--- src/rtl/calc_control_pkg.sv ---
// Shared encodings and defaults for the calculator sequencing stage.
package calc_control_pkg;

  localparam int NDIG_DEF = 3;
  localparam int W_DEF    = 11;

  typedef enum logic [1:0] {
    S_A   = 2'b00,
    S_OP  = 2'b01,
    S_B   = 2'b10,
    S_RES = 2'b11
  } state_t;

  localparam logic [1:0] OP_NONE = 2'b00;
  localparam logic [1:0] OP_ADD  = 2'b01;
  localparam logic [1:0] OP_SUB  = 2'b10;

endpackage

--- src/rtl/calc_alu.sv ---
// Sign/magnitude add/subtract of two unsigned operands.
module calc_alu
  import calc_control_pkg::*;
#(
  parameter int W = W_DEF
) (
  input  logic [W-1:0] a,
  input  logic [W-1:0] b,
  input  logic [1:0]   op,
  output logic [W-1:0] mag,
  output logic         neg
);

  always_comb begin
    mag = a + b;
    neg = 1'b0;
    if (op == OP_SUB) begin
      if (a >= b) begin
        mag = a - b;
      end else begin
        mag = b - a;
        neg = 1'b1;
      end
    end
  end

endmodule

--- src/rtl/calc_control.sv ---
// Calculator sequencer: builds two decimal operands, holds the pending
// operator and drives a registered display value with sign.
module calc_control
  import calc_control_pkg::*;
#(
  parameter int NDIG = NDIG_DEF,
  parameter int W    = W_DEF
) (
  input  logic         clk,
  input  logic         rst_n,
  input  logic         key_valid,
  input  logic [3:0]   key_code,
  input  logic         is_number,
  input  logic         is_op,
  input  logic         is_c,
  input  logic         is_equ,
  input  logic [1:0]   operator,
  output logic [W-1:0] display_value,
  output logic         display_neg,
  output logic [1:0]   op_pending,
  output logic [1:0]   state_dbg
);

  localparam int CW = $clog2(NDIG + 1);
  localparam logic [CW-1:0] CNT_MAX = CW'(NDIG);
  localparam logic [CW-1:0] CNT_ONE = CW'(1);

  state_t         state_q, state_d;
  logic [W-1:0]   a_q, a_d, b_q, b_d, mag_q, mag_d;
  logic           neg_q, neg_d;
  logic [CW-1:0]  cnt_q, cnt_d;
  logic [1:0]     op_q, op_d;
  logic [W-1:0]   disp_d;
  logic           disp_neg_d;
  logic [W-1:0]   alu_mag;
  logic           alu_neg;
  logic [W-1:0]   digit;
  logic           num_ok, op_ok, cnt_room;

  calc_alu #(.W(W)) u_alu (
    .a   (a_q),
    .b   (b_q),
    .op  (op_q),
    .mag (alu_mag),
    .neg (alu_neg)
  );

  // x*10 + d as shifts, truncated to W
  function automatic logic [W-1:0] append(input logic [W-1:0] x, input logic [W-1:0] d);
    return (x << 3) + (x << 1) + d;
  endfunction

  assign digit    = {{(W-4){1'b0}}, key_code};
  assign num_ok   = is_number && (key_code <= 4'd9);
  assign op_ok    = is_op && (operator != OP_NONE);
  assign cnt_room = (cnt_q < CNT_MAX);

  always_comb begin
    state_d = state_q;
    a_d     = a_q;
    b_d     = b_q;
    mag_d   = mag_q;
    neg_d   = neg_q;
    cnt_d   = cnt_q;
    op_d    = op_q;
    if (key_valid) begin
      if (is_c) begin
        state_d = S_A;
        a_d     = '0;
        b_d     = '0;
        mag_d   = '0;
        neg_d   = 1'b0;
        cnt_d   = '0;
        op_d    = OP_NONE;
      end else if (is_equ) begin
        if (state_q == S_B) begin
          mag_d   = alu_mag;
          neg_d   = alu_neg;
          state_d = S_RES;
        end
      end else if (is_op) begin
        if (op_ok) begin
          case (state_q)
            S_A, S_OP: begin
              op_d    = operator;
              state_d = S_OP;
            end
            S_RES: if (!neg_q) begin
              // chained result may exceed NDIG digits; lock out further appends
              a_d     = mag_q;
              op_d    = operator;
              cnt_d   = CNT_MAX;
              state_d = S_OP;
            end
            default: ;
          endcase
        end
      end else if (num_ok) begin
        case (state_q)
          S_A: if (cnt_room) begin
            a_d   = append(a_q, digit);
            cnt_d = cnt_q + CNT_ONE;
          end
          S_OP: begin
            b_d     = digit;
            cnt_d   = CNT_ONE;
            state_d = S_B;
          end
          S_B: if (cnt_room) begin
            b_d   = append(b_q, digit);
            cnt_d = cnt_q + CNT_ONE;
          end
          S_RES: begin
            a_d     = digit;
            b_d     = '0;
            cnt_d   = CNT_ONE;
            neg_d   = 1'b0;
            op_d    = OP_NONE;
            state_d = S_A;
          end
          default: ;
        endcase
      end
    end
  end

  always_comb begin
    disp_d     = a_d;
    disp_neg_d = 1'b0;
    case (state_d)
      S_B:     disp_d = b_d;
      S_RES: begin
        disp_d     = mag_d;
        disp_neg_d = neg_d;
      end
      default: ;
    endcase
  end

  always_ff @(posedge clk or negedge rst_n) begin
    if (!rst_n) begin
      state_q       <= S_A;
      a_q           <= '0;
      b_q           <= '0;
      mag_q         <= '0;
      neg_q         <= 1'b0;
      cnt_q         <= '0;
      op_q          <= OP_NONE;
      display_value <= '0;
      display_neg   <= 1'b0;
    end else begin
      state_q       <= state_d;
      a_q           <= a_d;
      b_q           <= b_d;
      mag_q         <= mag_d;
      neg_q         <= neg_d;
      cnt_q         <= cnt_d;
      op_q          <= op_d;
      display_value <= disp_d;
      display_neg   <= disp_neg_d;
    end
  end

  assign op_pending = op_q;
  assign state_dbg  = state_q;

endmodule

--- config.mk ---
export PLATFORM = sky130hd
export DESIGN_NAME = calc_control
export DESIGN_NICKNAME = d
export VERILOG_FILES = /design/src/rtl/calc_control_pkg.sv /design/src/rtl/calc_alu.sv /design/src/rtl/calc_control.sv
export SDC_FILE = /design/constraint.sdc
export NUM_CORES = 1
export LEC_CHECK = 0
export CORE_MARGIN = 8
export CORE_UTILIZATION = 45
export CTS_BUF_LIST = sky130_fd_sc_hd__clkbuf_8
export DETAILED_ROUTE_END_ITERATION = 8
export SLEW_MARGIN = 0
export SYNTH_ARGS = -nofsm -noshare
export SYNTH_HDL_FRONTEND = slang
export SYNTH_SLANG_ARGS = --single-unit
--- constraint.sdc ---
create_clock -name clk -period 9.5 [get_ports clk]
set_clock_uncertainty 0.1 [all_clocks]
set_input_delay 1.9 -clock clk [delete_from_list [all_inputs] [get_ports clk]]
set_output_delay 1.9 -clock clk [all_outputs]
set_load 0.02 [all_outputs]
==> results of run 1 <==
-- tightest hold or removal path: cells and delay by family, from the launching register on --
kind,cells,cell delay [ns]
simple gates,1,0.05
flops,1,0.36
compound gates,1,0.06
-- through the flow --
| step | hold slack, ns | power, mW | instance area (sq um) |
|---|---|---|---|
| 6_report | 0.405 | 0.854 | 6030 |
| 3_3_place_gp | 0.382 | 0.712 | 5950 |
| 3_5_place_dp | 0.378 | 0.715 | 5950 |
| 2_1_floorplan | 0.353 | 0.576 | 5560 |
| 5_1_grt | 0.441 | 0.901 | 6030 |
| 4_1_cts | 0.402 | 0.846 | 6030 |
-- sequential cells by signal, indices dropped and copies added, names as in the netlist --
name,cells
cnt_q,2
mag_q,11
b_q,11
display_neg,1
a_q,11
state_dbg,2
op_pending,2
neg_q,1
display_value,11
-- cells in the final DEF, fill, tap and decap left out, types with 6 or more instances in the layout --
cell type and instances:
ha_1 68, nand2_1 57, dfrtp_1 52, inv_1 47, nor2_1 47, o21ai_0 43
a21oi_1 41, clkdlybuf4s50_1 27, nor3_1 24, nand3_1 21, xnor2_1 15, mux2i_1 13
a31oi_1 13, nor2b_1 13, o22ai_1 10, or3_1 8, o31ai_1 8, nand4_1 8
and3_1 8, nand2b_1 7, a21o_1 7, fa_1 7, o21ai_1 6, xor2_1 6
o21bai_1 6, mux2_2 6, buf_4 6
-- power by group through the flow --
stage | logic (mW) | clock network (mW) | registers, mW
floorplan | 0.305 | 0 | 0.272
global placement | 0.440 | 0 | 0.273
detailed placement | 0.442 | 0 | 0.273
CTS | 0.445 | 0.133 | 0.268
global route | 0.491 | 0.139 | 0.271
finish | 0.452 | 0.133 | 0.269
-- area by class of cell --
cell class,instances,area [sq um],area share (%)
multi-input cells,544,3930,65.2
clock buffers,5,68.8,1.14
inverters,50,188,3.11
well taps,168,210,3.48
clock inverters,2,12.5,0.207
flip-flops and latches,52,1300,21.6
repair buffers,34,320,5.31
-- metal layers --
metal,vias to the layer above,wire length [microns],track usage (%)
met3,43,1200,1.71
met4,0,654,10.2
met1,2652,8520,32.5
met5,-,0,0
met2,232,9570,41.7
li1,2517,-,-
-- cell families after synthesis --
logic type / share of synthesized area (%)
XOR/XNOR: 3.31
multiplexers: 3.82
adder cells (fa/ha/maj): 17.8
AND/OR/NAND/NOR: 20.3
flip-flops: 23.4
buffers and inverters: 5.91
AO/OA/AOI/OAI: 25.5
-- how the worst min path moves through the flow --
| stage | cells past startpoint | slack, ns | end | startpoint |
|---|---|---|---|---|
| 6_report | 2 | 0.40 | cnt_q[1] | cnt_q[1] |
| 5_1_grt | 2 | 0.44 | cnt_q[1] | cnt_q[1] |
| 4_1_cts | 2 | 0.40 | cnt_q[1] | cnt_q[1] |
| 3_5_place_dp | 2 | 0.38 | cnt_q[1] | cnt_q[1] |
| 3_3_place_gp | 2 | 0.38 | mag_q[1] | mag_q[1] |
| 2_1_floorplan | 2 | 0.35 | cnt_q[1] | cnt_q[1] |
==> results.md, run 1 <==
* Status: complete, no violations
* # nets final at between 700 and 800
* Worst r2r path cells at 11
* Ys flop type: dfrtp_1
* Mapped Area at between 5000 and 6000 sq um
* CTS Hold Bufs at 0
* Initial Util at 46.1%
* Final core occ at about half
* Placement Setup Slack at approximately 3.7 ns
* Top post-synthesis cells by area: dfrtp_1 (23%), ha_1 (15%), o21ai_0 (3.9%)
* Clk_lat worst skew at ~0.32 ns
* Unrepaired setup endpoints after global routing: no
* Worst setup EP type: register
* # clock sinks at 52
* Worst Slack Setup Final at ~3.9 ns
* Routed WL at 19900 microns
* Fin crit period at approximately 5.6 ns
* Slew headroom at ~6.7%
* Growth of design area from synthesis to finish at 8.46%
* Internal power at approximately 0.46 mW
* # diodes at 0
* Slowest-stage cell, CP: nor2_1
* Crit path capture: display_value[8]
* Synthesized net count at 764
* Worst-Margin Slew at 1.39 ns
* WL/cell at 23.3 microns
* Largest net degree at the start of global routing at 53
* Hold Crit Class: reg -> reg
* Leakage Power at roughly 2.6 nW
* FF-to-FF End: display_value[8]
* Psw at a little under 0.4 mW
* Sequential share of power at between 30% and 40%
* Crit. path cell count at 9
* Via count at roughly 5.4k
* Cells after Synth at around 680
* Peak VDD IR at ~63 uV
* # fillers at between 1k and 1.5k
* Layout Cells excl Fill at between 800 and 900
* Vias per cell at between 6 and 7
* First-pass GRT wire length at roughly 31000 microns
* CTS Buf Count at 5
* Hold Violations, Final at 0
* # DRC at 0
* Placed cell count at roughly 850
* Family with the most delay on the worst path: simple AND/OR/NAND/NOR gates
* Worst-case clock buffer depth at 2
* Pwr Density at 142 nW/um^2
* Iter 0 DRT Violations at roughly 560
* PostCTS Resize Cnt at 0
* Critical Path AT at 5.68 ns
* Commonest cells in the netlist: ha_1 (68), nand2_1 (57), dfrtp_1 (52)
* Layout cells sized above 1 at between 5 and 6%
* Launching point of the worst reg2reg path: b_q[2]
* Crit path buf inv count at 1
* Avg Cell Area, Syn at slightly above 8 sq um
* Tcrit/Tclk final at 58.8%
* Register area share after synthesis at 23.4%
* Antenna-violating nets left at 0
* DR pass1 iterations at 6
* Row Count at 40
* Reg-to-reg slack, setup at 5.48 ns
* Setup CP Type: in -> reg
* Leading area contributor after synthesis: dfrtp_1
* Yosys warnings at 0
* Die X at approximately 130 microns
* Number of flops mapped to enable cells by yosys at 0
* Post-synth ARST share at between 90% and 100%
* Port buffer count at 28
* Final number of max-transition violations at 0
* GRT Total Usage at about a quarter
* Vias in the first global route at approximately 5.4k
* Root buffer cell: clkbuf_8
* Post-CTS Setup Bufs at 0
* DIE AREA at 16200 sq um
* Crit path required time at around 9.6 ns
* Clock power share at between 15 and 20%
* Worst Setup Start Kind: input port
* Worst path cell trace: clkdlybuf4s50_1 -> o21ai_1 -> nor2_1 -> mux2_2 -> o21ai_0 -> nor2_1 -> o21ai_0 -> o31a_1 -> o22ai_1
* Htree depth at 2
* Worst-path fanout max at 21
* Worst Setup SP: is_op
* HPWL after detailed placement at between 15000 and 20000 microns
* Count of final setup violators at 0
* Synth unique cells at slightly below 80
* Fmax at approximately 0.18 GHz
* CTS clock-pin slew for the worst setup and hold paths at 0.10 ns
* Switching Fraction at 46.4%
* Num ports at 29
* CTS tree: done
* Logic gate share of total power at a little over half
* Core ar. at around 12000 sq um
* TNS Setup at 0 ns
* Synth top area share at 23.4%
* Max-cap viol count at 0
* GR Overflow Total at 0
* Antenna violations before repair at 0
* #FFs+latches synth at 52
* Die H at about 130 microns
* Top-count cell post-synth: ha_1
* GPL Wtd Cong at 0.949
* Slowest Stage Delay on Critical Path at 1.16 ns
Note: power is estimated with default switching activity, not from simulation.
==> run 2, diff against run 1 <==
Clock period 9.5 ns to 5.8 ns, I/O delays scaled along.
==> run 2 against run 1 <==
  * Design area up 0.87%
  * First-iteration DRC count up 8.4%
  * Setup slack worse by 2.5 ns
  * Sequential cell count unchanged
  * Total power rose by 65%
  * Critical path depth grew 4
  * Via count is 2.7% higher
  * Die area unchanged
  * Cell count is 0.82% higher
  * Clock power increased by 68%
  * Highest routed layer unchanged
==> results.md, run 2 (synthesis results as in run 1) <==
* Status: complete, no violations (unchanged)
* Final instance area at 6090 sq um (was 6030 sq um)
* Num ports at 29 (unchanged)
* Vias in the first global route at 5334 (was 5391)
* Iter 0 DRT Violations at 605 (was 558)
* FF-to-FF End: display_value[3] (was display_value[8])
* Setup CP Type: in -> reg (unchanged)
* Placed cell count at 854 (was 848)
* DIE AREA at 16200 sq um (unchanged)
* DR pass1 iterations at 6 (unchanged)
* Worst-path fanout max at 5 (was 21)
* # DRC at 0 (unchanged)
* Post-CTS Setup Bufs at 0 (unchanged)
* Worst Slack Setup Final at 1.41 ns (was 3.91 ns)
* Layout cells sized above 1 at 6.34% (was 5.53%)
* Antenna violations before repair at 0 (unchanged)
* CTS Hold Bufs at 0 (unchanged)
* Reg-to-reg slack, setup at 1.95 ns (was 5.48 ns)
* CTS tree: done (unchanged)
* Worst r2r path cells at 10 (was 11)
* DP Area at 6000 sq um (was 5950 sq um)
* Internal power at 0.755 mW (was 0.458 mW)
* Core ar. at 12100 sq um (unchanged)
* Antenna-violating nets left at 0 (unchanged)
* TNS Setup at 0 ns (unchanged)
* HPWL after detailed placement at 15300 microns (was 15500 microns)
* Layout Cells excl Fill at 862 (was 855)
* Routed WL at 19700 microns (was 19900 microns)
* Worst-Margin Slew at 1.19 ns (was 1.39 ns)
* Max-cap viol count at 0 (unchanged)
* Vias per cell at 6.48 (was 6.37)
* Worst-case clock buffer depth at 2 (unchanged)
* Peak VDD IR at 168 uV (was 63.3 uV)
* First-pass GRT wire length at 30600 microns (was 31300 microns)
* Clock power share at 15.8% (was 15.6%)
* Leakage Power at 2.68 nW (was 2.64 nW)
* PostCTS Resize Cnt at 0 (unchanged)
* Count of final setup violators at 0 (unchanged)
* Hold Path Depth at 2 (unchanged)
* Largest net degree at the start of global routing at 53 (unchanged)
* # nets final at 781 (was 775)
* # diodes at 0 (unchanged)
* Initial Util at 46.1% (unchanged)
* Hold Path End: cnt_q[1] (unchanged)
* Root buffer cell: clkbuf_8 (unchanged)
* GR Overflow Total at 0 (unchanged)
* Die H at 127 microns (unchanged)
* CTS Buf Count at 5 (unchanged)
* Fin crit period at between 4 and 5 ns
* Via count at 5590 (was 5444)
* GPL Wtd Cong at 0.990 (was 0.949)
* Sequential share of power at 31.1% (was 31.5%)
* Growth of design area from synthesis to finish at 9.40% (was 8.46%)
* Crit path buf inv count at 3 (was 1)
* WL/cell at 22.9 microns (was 23.3 microns)
* Die X at 127 microns (unchanged)
* Tcrit/Tclk final at 75.7%
* Worst path cell trace: clkdlybuf4s50_1 -> inv_1 -> fa_1 -> inv_1 -> ha_1 -> a21o_1 -> a21oi_1 -> o21ai_0 -> a31oi_1 -> xor2_1 -> o41ai_1 -> o21ai_0 -> o22ai_1 (was clkdlybuf4s50_1 -> o21ai_1 -> nor2_1 -> mux2_2 -> o21ai_0 -> nor2_1 -> o21ai_0 -> o31a_1 -> o22ai_1)
* Commonest non-fill, non-tap cell in the layout: ha_1 (unchanged)
* CTS clock-pin slew for the worst setup and hold paths at 0.11 ns (was 0.10 ns)
* Family with the most delay on the worst path: compound AO/OA/AOI/OAI gates (was simple AND/OR/NAND/NOR gates)
* Unrepaired setup endpoints after global routing: no (unchanged)
* Worst setup EP type: register (unchanged)
* Clk_lat worst skew at 0.33 ns (was 0.32 ns)
* Row Count at 40 (unchanged)
* Hold Crit Class: reg -> reg (unchanged)
* Htree depth at 2 (unchanged)
* Final number of max-transition violations at 0 (unchanged)
* Min-delay src: cnt_q[1] (unchanged)
* Fmax at 0.228 GHz
* Switching Fraction at 46.4% (about the same)
* Psw at 0.654 mW (was 0.396 mW)
* # clock sinks at 52 (unchanged)
* Port buffer count at 28 (unchanged)
* Critical Path AT at 4.55 ns (was 5.68 ns)
* Worst Setup Start Kind: input port (unchanged)
* Slew headroom at 20.3% (was 6.70%)
* Slowest-stage cell, CP: fa_1 (was nor2_1)
* Most frequent cells in the layout: ha_1 (68), nand2_1 (57), dfrtp_1 (52) (unchanged)
* Launching point of the worst reg2reg path: a_q[3] (was b_q[2])
* GRT Total Usage at 24.3% (was 24.8%)
* Hold Violations, Final at 0 (unchanged)
* Slowest Stage Delay on Critical Path at 0.61 ns (was 1.16 ns)
* Pwr Density at 232 nW/um^2 (was 142 nW/um^2)
* Placement Setup Slack at 1.16 ns (was 3.70 ns)
* Logic gate share of total power at 53.1% (was 52.9%)
* Crit path required time at 5.96 ns (was 9.59 ns)
==> run 2: cell count changes in the layout (fill, tap and decap cells not counted) <==
cell      before  now
clkinv_4       0    1
clkinv_2       1    0
inv_1         47   48
buf_4          6   12
==> run 2: worst max-delay path by stage <==
stage	from	end	cells after the start
6_report	key_code[3]	display_value[9]	13
3_3_place_gp	key_code[3]	display_value[9]	13
2_1_floorplan	key_code[3]	display_value[7]	12
3_5_place_dp	key_code[3]	display_value[9]	13
4_1_cts	key_code[3]	display_value[9]	13
5_1_grt	key_code[3]	display_value[9]	13
==> run 2: cell type report <==
cell class / count / area, sq um
Tap cell: 168 / 210
Sequential cell: 52 / 1300
Multi-Input combinational cell: 544 / 3930
Fill cell: 1176 / 5970
Inverter: 50 / 188
Timing Repair Buffer: 40 / 365
Clock buffer: 5 / 68.8
Clock inverter: 3 / 20.0
==> run 2: per-stage QoR <==
| stage | hold WS (ns) | power [mW] | utilization [%] |
|---|---|---|---|
| after global routing | 0.425 | 1.48 | 50.5 |
| final | 0.393 | 1.41 | 50.5 |
| after floorplan | 0.353 | 0.944 | - |
| after global placement | 0.364 | 1.17 | 49.7 |
| after CTS | 0.398 | 1.39 | 50.5 |
| after detailed placement | 0.375 | 1.17 | 49.7 |
==> run 2: routing by layer <==
layer	share of wire [%]	routed length, microns	GRT usage, %	up-vias
met5	0	0	0	-
met4	5.1	1010	12.5	0
met3	8.5	1680	3.29	63
met2	44	8730	38.5	300
met1	42	8310	31.6	2699
li1	-	-	-	2528
==> run 2: tightest hold or removal path: cells and delay by family (launching register included) <==
| kind | cells | cell delay, ns |
|---|---|---|
| simple gates | 1 | 0.05 |
| compound gates | 1 | 0.06 |
| flops | 1 | 0.36 |
==> run 2: power by group through the flow <==
stage,Sequential [mW],Combinational [mW],Clock (mW)
floorplan,0.445,0.499,0
global placement,0.443,0.722,0
detailed placement,0.444,0.726,0
CTS,0.437,0.730,0.222
global route,0.442,0.804,0.232
finish,0.438,0.749,0.223
==> edit 1, RTL diff (config.mk and constraints of run 2) <==
Set the package constant `W_DEF` to 13 (it was 11).
--- a/src/rtl/calc_control_pkg.sv
+++ b/src/rtl/calc_control_pkg.sv
@@ -3,5 +3,5 @@
 
   localparam int NDIG_DEF = 3;
-  localparam int W_DEF    = 11;
+  localparam int W_DEF    = 13;
 
   typedef enum logic [1:0] {
Ports: changed (resized display_value); port bits go from 29 to 31. No check against the original RTL was run, so the function may have changed too.
==> edit 1 against run 2 <==
Wire length rose by 6.9%; synthesized area up 12%; sequential share of layout area grew 0.57 points; die area rose by 10%; sequential cell count grew 8; worst setup slack lost 0.061 ns; total power increased by 1.6%; design area rose by 12%; critical path type unchanged; critical endpoint is now display_value[12]$_DFF_PN0_; largest cell class unchanged.
==> edit 1: results (changes against run 2) <==
outcome: finished clean (unchanged)
Post-synth ARST share: 100% (unchanged)
synth warn: 0 (unchanged)
fillcell total: 1356 (was 1176)
antenna violations before repair: 0 (unchanged)
post-place setup slack: 1.03 ns (was 1.16 ns)
met3 usage: 4.52% (was 3.29%)
n_diodes: 0 (unchanged)
Final min period: 4.45 ns (was 4.39 ns)
fraction of layout cells with a size suffix above 1: 5.87% (was 6.34%)
post-synthesis sequential area ratio: 24.2% (was 23.4%)
Synthesized Nets: 861 (was 764)
Pre-antenna DRT Iters: 5 (was 6)
post-DP HPWL: 16500 um (was 15300 um)
vias in the first global route: 5919 (was 5334)
R2R Path End: display_value[4]$_DFF_PN0_ (was display_value[3]$_DFF_PN0_)
crit path to: display_value[12]$_DFF_PN0_ (was display_value[9]$_DFF_PN0_)
Worst Setup SP: key_code[3] (unchanged)
slowest CP cell: clkdlybuf4s50_1 (was fa_1)
first-pass GRT wire length: 33400 um (was 30600 um)
delay-heaviest family, CP: compound AO/OA/AOI/OAI gates (unchanged)
met1 usage in global routing: 32.3% (was 31.6%)
most frequent cells after synthesis: ha_1, o21ai_0, inv_1 (was ha_1, nand2_1, dfrtp_1)
Final Wtd Congestion: 0.933 (was 0.990)
worst reg-to-reg path cell count: 11 (was 10)
Area contributors post-synth: dfrtp_1, ha_1, o21ai_0 (unchanged)
most common flop cell mapped by yosys: dfrtp_1 (unchanged)
setup slack, reg-to-reg: 1.60 ns (was 1.95 ns)
Hold Slack: 0.392 ns (was 0.393 ns)
clk_lat worst skew: 0.35 ns (was 0.33 ns)
largest net degree at the start of global routing: 61 (was 53)
Layout Nets: 882 (was 781)
r2r startpoint: a_q[8]$_DFF_PN0_ (was a_q[3]$_DFF_PN0_)
Reg clk slew, reported paths: 0.07 ns (was 0.11 ns)
Buffers on Ports: 30 (was 28)
1st-iter DRT viols: 557 (was 605)
Worst Hold End: cnt_q[1]$_DFFE_PN0P_ (unchanged)
Sw Share: 40.4% (was 46.4%)
synth unique cells: 67 (was 77)
Rel. slew slack: 40.8% (was 20.3%)
TritonCTS Buffers: 9 (was 5)
Final Worst Setup Slack: 1.35 ns (was 1.41 ns)
H-tree levels: 3 (was 2)
CP peak stage delay: 0.59 ns (was 0.61 ns)
maximum vdd drop: 0.110 mV (was 0.168 mV)
WL/cell: 21.9 um (was 22.9 um)
vias: 5998 (was 5590)
Min-Delay Path Class: flip-flop to flip-flop (unchanged)
crit-path max FO: 6 (was 5)
GRT Total Usage: 23.9% (was 24.3%)
Leakage Power: 0.00322 uW (was 0.00268 uW)
met2 Usage GRT: 36.9% (was 38.5%)
## edit 1: power groups by stage
stage / Sequential (uW) / Clock, uW / Combinational [uW]
after floorplan: 509 / 0 / 383
after global placement: 490 / 0 / 606
after detailed placement: 490 / 0 / 603
after CTS: 483 / 335 / 606
after global routing: 489 / 358 / 671
final: 484 / 332 / 616
## edit 1: logic make-up after synthesis
logic type / after synthesis / synth area share (%)
fa+ha+maj: 89 / 18.8
buf+inv: 95 / 6.15
simple gates: 206 / 16.1
compound gates: 270 / 28.8
flops: 60 / 24.2
mux: 15 / 2.60
xor+xnor: 24 / 3.39
## edit 1: final cells by class
class / instances / area share, %
Clock buffer: 10 / 2.01
Clock inverter: 5 / 0.439
Inverter: 62 / 3.40
Multi-Input combinational cell: 604 / 63.2
Sequential cell: 60 / 21.9
Tap cell: 180 / 3.29
Timing Repair Buffer: 43 / 5.74
## edit 1: worst min-delay path: stages (launching register included)
cell and delay [ns]:
dfrtp_1 0.35, nand2_1 0.05, o31ai_1 0.05
## edit 1: metal layers
layer  wire length [um]  part of all wire (%)  up-vias
li1                   -                     -     2813
met1               9390                    45     2884
met2               9270                    44      258
met3               1750                   8.3       43
met4                671                   3.2        0
met5                  0                     0        -
## edit 1: metrics by stage
step | utilization (%) | total power [uW] | std cells | instance area, sq um
after CTS | 50.1 | 1420 | 964 | 6840
after global routing | 50.1 | 1520 | 964 | 6840
after floorplan | - | 891 | 759 | 6200
after global placement | 48.8 | 1100 | 949 | 6670
final | 50.1 | 1430 | 964 | 6840
after detailed placement | 48.8 | 1090 | 949 | 6670
==> edit 2, RTL diff (flow settings as in run 2) <==
Without the edit above. Put one more register stage on the output `display_value`. The value now appears one clock later. The other outputs are not delayed to match.
--- a/src/rtl/calc_control.sv
+++ b/src/rtl/calc_control.sv
@@ -25,4 +25,6 @@
   localparam logic [CW-1:0] CNT_MAX = CW'(NDIG);
   localparam logic [CW-1:0] CNT_ONE = CW'(1);
+
+  logic [W-1:0] display_value_s0;
 
   state_t         state_q, state_d;
@@ -147,5 +149,5 @@
       cnt_q         <= '0;
       op_q          <= OP_NONE;
-      display_value <= '0;
+      display_value_s0 <= '0;
       display_neg   <= 1'b0;
     end else begin
@@ -157,5 +159,5 @@
       cnt_q         <= cnt_d;
       op_q          <= op_d;
-      display_value <= disp_d;
+      display_value_s0 <= disp_d;
       display_neg   <= disp_neg_d;
     end
@@ -165,4 +167,8 @@
   assign state_dbg  = state_q;
 
+  always_ff @(posedge clk) begin
+    display_value <= display_value_s0;
+  end
+
 endmodule
 
Behaviour: not the same (a bounded check fails within 4 cycles, from zero or initial values and one cycle with rst_n low).
==> edit 2 against run 2 <==
Combinational power down 18%; critical endpoint is now display_value_s0[10]$_DFF_PN0_; die area grew 0.96%; synthesized area is 1.1% higher; core utilization up 0.25 points; count of clock-buffer cells in the layout increased by 6; worst setup slack better by 0.11 ns; global-route usage down 0.94 points; first-iteration DRC count shrank 17%; wire length decreased by 7.5%; total power is 12% higher; sequential cell count increased by 11; highest routed layer unchanged; design area up 3.4%.
==> edit 2: results (changes against run 2) <==
outcome: finished clean (unchanged)
Final Wtd Congestion: 0.973 (was 0.990)
TritonCTS Buffers: 9 (was 5)
WL/cell: 20.7 um (was 22.9 um)
Post-synth ARST share: 82.5% (was 100%)
Pre-antenna DRT Iters: 5 (was 6)
vias in the first global route: 5372 (was 5334)
CP peak stage delay: 0.57 ns (was 0.61 ns)
H-tree levels: 3 (was 2)
synth warn: 0 (unchanged)
Mean Syn Cell Area: 8.16 sq um (was 8.23 sq um)
final wirelength: 18200 um (was 19700 um)
post-synthesis sequential area ratio: 27.0% (was 23.4%)
worst slew pin tran: 1.10 ns (was 1.19 ns)
Layout Nets: 794 (was 781)
synth unique cells: 64 (was 77)
Synthesized Nets: 777 (was 764)
vias: 5435 (was 5590)
maximum vdd drop: 0.128 mV (was 0.168 mV)
post-DP HPWL: 13900 um (was 15300 um)
clk_lat worst skew: 0.35 ns (was 0.33 ns)
Reg clk slew, reported paths: 0.07 ns (was 0.11 ns)
first-pass GRT wire length: 29500 um (was 30600 um)
1st-iter DRT viols: 504 (was 605)
fillcell total: 1219 (was 1176)
placed instance area: 6060 sq um (was 6000 sq um)
Area contributors post-synth: dfrtp_1, ha_1, nand2_1 (was dfrtp_1, ha_1, o21ai_0)
slowest CP cell: clkdlybuf4s50_1 (was fa_1)
placed cells: 867 (was 854)
most frequent cells after synthesis: nand2_1, ha_1, o21ai_0 (was ha_1, nand2_1, dfrtp_1)
GRT Total Usage: 23.3% (was 24.3%)
fraction of layout cells with a size suffix above 1: 6.05% (was 6.34%)
Worst EP arrival: 4.41 ns (was 4.55 ns)
edit 2: area by class of cell:
cell class	instances	area (sq um)	share of cell area, %
tap	172	215	3.42
clock buffer	11	151	2.40
clock inverter	5	80.1	1.27
multi-input combinational	542	3780	60.0
sequential	63	1520	24.2
timing repair buffer	39	358	5.68
inverter	51	191	3.04
edit 2: worst paths after layout:
kind	from	to	slack (ns)	depth (start not counted)
max	key_code[3]	display_value_s0[10]$_DFF_PN0_	1.52	13
min	display_value_s0[4]$_DFF_PN0_	display_value[4]$_DFF_P_	0.24	0
max reg2reg	a_q[7]$_DFF_PN0_	display_value_s0[4]$_DFF_PN0_	1.95	10
min reg2reg	display_value_s0[4]$_DFF_PN0_	display_value[4]$_DFF_P_	0.24	0
max in group asynchronous	rst_n	b_q[6]$_DFF_PN0_	4.30	2
min in group asynchronous	rst_n	b_q[0]$_DFF_PN0_	0.82	2
edit 2: cell families after synthesis:
| logic type | count (synthesis) | synth area share, % |
|---|---|---|
| AOI/OAI and AO/OA | 231 | 26.8 |
| and+or+nand+nor | 206 | 17.8 |
| buffers and inverters | 84 | 5.85 |
| adders and majority gates | 75 | 17.6 |
| DFF | 63 | 27.0 |
| xor gates and xnor gates | 22 | 3.43 |
| muxes | 8 | 1.49 |
edit 2: power by group:
group	internal [uW]	switching, uW
Sequential	479	38.0
Combinational	218	395
Clock	264	179
Total	962	611
edit 2: per-layer routing:
layer  up-vias  part of all wire [%]  wire (um)  track usage, %
met4         0                   3.0        552            10.1
li1       2546                     -          -               -
met1      2629                    44       8060            31.8
met2       227                    46       8400            36.6
met3        33                   6.8       1240            2.41
met5         -                     0          0               0
edit 2: metrics by stage:
stage,setup WS (ns),util [%]
global placement,1.23,48.9
detailed placement,1.18,48.9
global route,1.34,50.7
floorplan,1.98,-
finish,1.52,50.7
CTS,1.55,50.7
